$ cat src/rtl/fact_pkg.sv
`default_nettype none
// ============================================================================
// Module   : fact_pkg
// Purpose  : Shared types and widths for the factorial-engine scheduler.
//            N_W   - operand width handed to the engine
//            RES_W - engine result width
//            TMR_W - width of the WAIT-state timeout timer
//            state_t - scheduler FSM states
// Revision : 1.0 - initial release
// ============================================================================
package fact_pkg;

  localparam int N_W   = 8;
  localparam int RES_W = 32;
  localparam int TMR_W = 16;

  typedef enum logic [1:0] {
    ST_IDLE  = 2'd0,
    ST_ISSUE = 2'd1,
    ST_WAIT  = 2'd2,
    ST_RESP  = 2'd3
  } state_t;

endpackage
`default_nettype wire

$ cat src/rtl/fact_rr_pick.sv
`default_nettype none
// ============================================================================
// Module   : fact_rr_pick
// Purpose  : Combinational round-robin selector. Picks the first set request
//            bit strictly after last_grant, wrapping around to bit 0.
// Ports    : req        in  NUM_REQ  level requests
//            last_grant in  IDX_W    index served most recently
//            valid      out 1        any request present
//            idx        out IDX_W    selected requester
// Revision : 1.0 - initial release
// ============================================================================
module fact_rr_pick
  import fact_pkg::*;
#(
  parameter int NUM_REQ = 4,
  parameter int IDX_W   = (NUM_REQ > 1) ? $clog2(NUM_REQ) : 1
) (
  input  logic [NUM_REQ-1:0] req,
  input  logic [IDX_W-1:0]   last_grant,
  output logic               valid,
  output logic [IDX_W-1:0]   idx
);

  logic found;

  // Two passes: first look only above last_grant, then fall back to the
  // lowest set bit overall, which realises the wrap-around.
  always_comb begin
    valid = |req;
    idx   = '0;
    found = 1'b0;
    for (int i = 0; i < NUM_REQ; i++) begin
      if (!found && req[i] && (IDX_W'(i) > last_grant)) begin
        found = 1'b1;
        idx   = IDX_W'(i);
      end
    end
    for (int i = 0; i < NUM_REQ; i++) begin
      if (!found && req[i]) begin
        found = 1'b1;
        idx   = IDX_W'(i);
      end
    end
  end

endmodule
`default_nettype wire

$ cat src/rtl/fact_sched.sv
`default_nettype none
// ============================================================================
// Module   : fact_sched
// Purpose  : Shares one factorial engine between NUM_REQ requesters. Grants
//            round-robin, issues one operation at a time, waits for the engine
//            (with timeout) and returns a one-cycle ack plus response.
// Ports    : clk          in  1          clock, rising edge
//            rst          in  1          asynchronous reset, active low
//            req          in  NUM_REQ    level requests, held until ack
//            req_n        in  NUM_REQ*8  operands, slice i = [8i+7:8i]
//            ack          out NUM_REQ    one-hot completion pulse
//            rsp_result   out 32         result, valid with ack
//            rsp_err      out 1          engine error or timeout
//            rsp_timeout  out 1          response produced by timeout
//            busy         out 1          FSM not idle
//            fact_n       out 8          operand to engine
//            fact_go      out 1          engine start strobe
//            fact_done    in  1          engine completion
//            fact_err     in  1          engine error
//            fact_result  in  32         engine result
// Revision : 1.0 - initial release
// ============================================================================
module fact_sched
  import fact_pkg::*;
#(
  parameter int NUM_REQ = 4,
  parameter int TIMEOUT = 1023
) (
  input  logic                   clk,
  input  logic                   rst,
  input  logic [NUM_REQ-1:0]     req,
  input  logic [NUM_REQ*N_W-1:0] req_n,
  output logic [NUM_REQ-1:0]     ack,
  output logic [RES_W-1:0]       rsp_result,
  output logic                   rsp_err,
  output logic                   rsp_timeout,
  output logic                   busy,
  output logic [N_W-1:0]         fact_n,
  output logic                   fact_go,
  input  logic                   fact_done,
  input  logic                   fact_err,
  input  logic [RES_W-1:0]       fact_result
);

  localparam int               IDX_W    = (NUM_REQ > 1) ? $clog2(NUM_REQ) : 1;
  localparam logic [TMR_W-1:0] TMR_LAST = TMR_W'(TIMEOUT - 1);
  localparam logic [TMR_W-1:0] TMR_MAX  = '1;

  state_t               state_q, state_d;
  logic [IDX_W-1:0]     idx_q, idx_d;
  logic [IDX_W-1:0]     last_grant_q, last_grant_d;
  logic [TMR_W-1:0]     timer_q, timer_d;
  logic [N_W-1:0]       fact_n_q, fact_n_d;
  logic                 fact_go_q, fact_go_d;
  logic [NUM_REQ-1:0]   ack_q, ack_d;
  logic [RES_W-1:0]     rsp_result_q, rsp_result_d;
  logic                 rsp_err_q, rsp_err_d;
  logic                 rsp_timeout_q, rsp_timeout_d;
  logic                 busy_q, busy_d;

  logic                 pick_valid;
  logic [IDX_W-1:0]     pick_idx;
  logic [N_W-1:0]       req_n_arr [NUM_REQ];

  for (genvar g = 0; g < NUM_REQ; g++) begin : g_slice
    assign req_n_arr[g] = req_n[g*N_W +: N_W];
  end

  fact_rr_pick #(
    .NUM_REQ (NUM_REQ),
    .IDX_W   (IDX_W)
  ) u_pick (
    .req        (req),
    .last_grant (last_grant_q),
    .valid      (pick_valid),
    .idx        (pick_idx)
  );

  always_comb begin
    state_d       = state_q;
    idx_d         = idx_q;
    last_grant_d  = last_grant_q;
    timer_d       = timer_q;
    fact_n_d      = fact_n_q;
    ack_d         = '0;
    rsp_result_d  = rsp_result_q;
    rsp_err_d     = rsp_err_q;
    rsp_timeout_d = rsp_timeout_q;

    case (state_q)
      ST_IDLE: begin
        if (pick_valid) begin
          idx_d    = pick_idx;
          fact_n_d = req_n_arr[pick_idx];
          state_d  = ST_ISSUE;
        end
      end
      ST_ISSUE: begin
        timer_d = '0;
        state_d = ST_WAIT;
      end
      ST_WAIT: begin
        // Engine completion wins over a timeout landing in the same cycle.
        if (fact_done) begin
          rsp_result_d  = fact_result;
          rsp_err_d     = fact_err;
          rsp_timeout_d = 1'b0;
          ack_d         = NUM_REQ'(1) << idx_q;
          state_d       = ST_RESP;
        end else if (timer_q == TMR_LAST) begin
          rsp_result_d  = '0;
          rsp_err_d     = 1'b1;
          rsp_timeout_d = 1'b1;
          ack_d         = NUM_REQ'(1) << idx_q;
          state_d       = ST_RESP;
        end else if (timer_q != TMR_MAX) begin
          timer_d = timer_q + TMR_W'(1);
        end
      end
      ST_RESP: begin
        last_grant_d = idx_q;
        state_d      = ST_IDLE;
      end
      default: state_d = ST_IDLE;
    endcase

    // Outputs are registered, so they are derived from the next state.
    fact_go_d = (state_d == ST_ISSUE);
    busy_d    = (state_d != ST_IDLE);
  end

  always_ff @(posedge clk or negedge rst) begin
    if (!rst) begin
      state_q       <= ST_IDLE;
      idx_q         <= '0;
      last_grant_q  <= IDX_W'(NUM_REQ - 1);
      timer_q       <= '0;
      fact_n_q      <= '0;
      fact_go_q     <= 1'b0;
      ack_q         <= '0;
      rsp_result_q  <= '0;
      rsp_err_q     <= 1'b0;
      rsp_timeout_q <= 1'b0;
      busy_q        <= 1'b0;
    end else begin
      state_q       <= state_d;
      idx_q         <= idx_d;
      last_grant_q  <= last_grant_d;
      timer_q       <= timer_d;
      fact_n_q      <= fact_n_d;
      fact_go_q     <= fact_go_d;
      ack_q         <= ack_d;
      rsp_result_q  <= rsp_result_d;
      rsp_err_q     <= rsp_err_d;
      rsp_timeout_q <= rsp_timeout_d;
      busy_q        <= busy_d;
    end
  end

  assign ack         = ack_q;
  assign rsp_result  = rsp_result_q;
  assign rsp_err     = rsp_err_q;
  assign rsp_timeout = rsp_timeout_q;
  assign busy        = busy_q;
  assign fact_n      = fact_n_q;
  assign fact_go     = fact_go_q;

endmodule
`default_nettype wire

$ cat config.mk
export PLATFORM = sky130hd
export DESIGN_NAME = fact_sched
export DESIGN_NICKNAME = d
export VERILOG_FILES = /design/src/rtl/fact_pkg.sv /design/src/rtl/fact_rr_pick.sv /design/src/rtl/fact_sched.sv
export SDC_FILE = /design/constraint.sdc
export NUM_CORES = 1
export LEC_CHECK = 0
export ABC_AREA = 1
export CORE_UTILIZATION = 30
export CTS_CLUSTER_DIAMETER = 50
export DETAILED_ROUTE_END_ITERATION = 12
export SLEW_MARGIN = 0
export SYNTH_ARGS = -nofsm -noshare
export SYNTH_HDL_FRONTEND = slang
export SYNTH_SLANG_ARGS = --single-unit
$ cat constraint.sdc
create_clock -name clk -period 1.73 [get_ports clk]
set_clock_uncertainty 0.2 [all_clocks]
set_input_delay 0.173 -clock clk [delete_from_list [all_inputs] [get_ports clk]]
set_output_delay 0.173 -clock clk [all_outputs]
set_load 0.01 [all_outputs]
==> flow_metrics.tcl <==
set metrics [dict create \
    status "finished, violations left" \
    failed_checks "setup timing" \
    worst_pin_slew_ps 422 \
    overflow 0 \
    fp.dieW_um 113 \
    num_vias 3602 \
    path_buf_inv 3 \
    routedWlPerCell_um 13.9 \
    critPathTopFamily "simple AND/OR/NAND/NOR gates" \
    area_growth_pct 68.9 \
    synthTopCellsByArea "dfrtp_1 (46%), nand2_1 (8.4%), a22o_1 (7.6%)" \
    cpPeakStageDelay_ps 420 \
    drc 0 \
    synth_seq_cells 70 \
    path_cells "ha_4, inv_4, nor2_4, nand2_2, nor3_2, nand2_1, o21ai_4, nor2_4, buf_6, buf_6, a21oi_2, nor2_1" \
    tritoncts "done" \
    slowest_stage "dfrtp_1" \
    cp_data_required_time_ps 1750 \
    yosys.area_share.simple 0.282 \
    grt_use_total 0.168 \
    synth.avg_cell_area_sq_um 8.95 \
    rsz0062_at_grt "yes" \
    totalPowerFinal_w 0.00951 \
    die_area_sq_mm 0.0128 \
    muxShareOfSynthArea 0 \
    gp_congestion 0.848 \
    syn_inst 413 \
    synth_area_sq_mm 0.00370 \
    synthesis.nets 491 \
    dpl_cell_area_sq_mm 0.00538 \
    grt_pass1_wl_mm 17.0 \
    arrival_ps 2000 \
    cp-end-kind "register" \
    fin_crit_ps 1980 \
    drtIter0Drc 140 \
    grt_max_degree 71 \
    synth_top_family_by_area "simple AND/OR/NAND/NOR gates" \
    power.density_mw_per_mm2 1520 \
    ys.flop_type "dfrtp_1" \
    max_cap_violations 0 \
    peakVddDrop_mv 0.683 \
    synth_top_cell_by_area "dfrtp_1" \
    grt_antenna_before_repair 0 \
    h-tree-depth 3 \
    hp-class "input port to async pin" \
    final.setup.worst_slack_ps -252 \
    synthAdderAreaFrac 0.0203 \
    num_antenna_cells 0 \
    ant_nets 0 \
    routed_via_density 4.73 \
    hold_ws_ps 184 \
    synthTopCellsByCount "nand2_1 (83), dfrtp_1 (68), inv_1 (58)" \
    grt_pass1_vias 3602 \
    num_io_pins 120 \
    worstSetupPathType "register to register" \
    leakagePower_nw 2.91 \
    synth.top_cell.area_share 0.460 \
    synth_edf_count 0 \
    max_freq_mhz 504 \
    cts_buffers 9 \
    wl_mm 10.6 \
    yosysUniqueCellTypes 38 \
    first_pass_iters 6 \
    clockRootBuffer "clkbuf_16" \
    initial_core_util 0.308 \
    die_h_um 113 \
    final_max_slew_viol_count 0 \
    drive_above_1_share 0.292 \
    rows 40 \
    clk_pin_slew_worst_paths_ps 60 \
    startpoint_type "register" \
    synth_most_common_cell "nand2_1" \
    hold_viol_final 0 \
    yosys_warnings 0 \
    fin_util 0.520 \
    portBuffers 119 \
    final_area_sq_mm 0.00624 \
    ys_seq_area_frac 0.474 \
    period_share 1.15 \
    dp_hpwl_mm 7.01 \
    coreArea_sq_mm 0.0120 \
    crit_fanout 3 \
    synthArstFlopShare 1.00 \
    numClockSinks 70 \
    nets 687 \
    synth_compound_area_frac 0.116 \
    clock_latency_ps 330 \
    synthXorXnorAreaFrac 0.00948 \
    setup_viol 65 \
    clock_path_buffers 2 \
    slew_headroom 0.716 \
]
registers in the layout (all words and copies together) (netlist names):
register      count
rsp_result       32
rsp_err           1
timer_q          16
fact_go           1
state_q           2
ack               4
last_grant_q      2
rsp_timeout       1
busy              1
idx_q             2
fact_n            8
metrics by stage:
stage	setup TNS, ps	instances	setup WS (ps)
global placement	-12340	714	-394
detailed placement	-15480	714	-431
finish	-9690	761	-252
floorplan	-1920	413	-98.7
CTS	-6790	755	-185
global route	-14680	761	-358
timing repair:
item,4_1_cts,5_1_grt
pin swaps,11,12
cloned,5,1
endpoints found under the setup margin,63,67
hold buffers,1,0
hold endpoints to repair,70,0
setup buffers,19,7
gates resized for setup,56,19
area by class of cell:
class	count	area, sq um
Clock buffer	10	229
Clock inverter	6	71.3
Fill cell	1124	5770
Inverter	60	251
Multi-Input combinational cell	271	1830
Sequential cell	70	1760
Tap cell	147	184
Timing Repair Buffer	194	1870
Timing Repair inverter	3	47.5
power by group:
group / switching [W] / total [W] / internal, W
Combinational: 0.00241 / 0.00509 / 0.00268
Sequential: 0.000350 / 0.00259 / 0.00225
Clock: 0.000700 / 0.00182 / 0.00113
cell families (layout without fill, tap and decap cells):
group,Yosys count,after routing
adders and majority gates,6,6
DFF,70,70
buffers and inverters,74,273
xor gates and xnor gates,4,4
AOI/OAI and AO/OA,59,59
and+or+nand+nor,200,202
cells in the final DEF (no fill, tap or decap), types with 3 or more instances in the layout:
master and count:
nor3_4 4, clkdlybuf4s50_1 118, dfrtp_1 66, nand3_2 9, xor2_1 4, ha_1 3, o21ai_2 6, nand2_4 4
nor2_4 5, a22o_1 32, nor3_1 3, buf_6 11, nand4_1 6, a21oi_2 7, nor2_1 20, nand3_1 39
buf_12 5, nand2_1 74, o21ai_1 3, inv_1 52, nor4_1 4, inv_2 4, nand2_2 20, ha_4 3
nor3_2 3, clkbuf_16 9, buf_4 56, o21ai_0 6
tightest hold or removal path: cells and delay by family:
kind	cells	cell delay, ps
buffers and inverters	3	950
path summary, 6_finish.rpt:
path / start / end / slack [ps] / cells after the start
worst max-delay path: timer_q[0]$_DFFE_PN0P_ / timer_q[2]$_DFFE_PN0P_ / -250 / 12
worst min-delay path: rst / busy$_DFF_PN0_ / 180 / 3
worst max register to register: timer_q[0]$_DFFE_PN0P_ / timer_q[2]$_DFFE_PN0P_ / -250 / 12
worst min register to register: fact_n[5]$_DFFE_PN0P_ / fact_n[5]$_DFFE_PN0P_ / 290 / 2
max in group asynchronous: rst / last_grant_q[1]$_DFFE_PN1N_ / 780 / 3
min in group clk: fact_result[10] / rsp_result[10]$_DFFE_PN0P_ / 250 / 2
routing by layer:
| metal | track usage | share of wire | up-vias |
|---|---|---|---|
| met5 | 0 | 0 | - |
| met4 | 0.0833 | 0.024 | 0 |
| met3 | 0.0305 | 0.054 | 16 |
| met2 | 0.290 | 0.51 | 131 |
| met1 | 0.202 | 0.42 | 1691 |
| li1 | - | - | 1764 |
(Power assumes the default switching activity.)
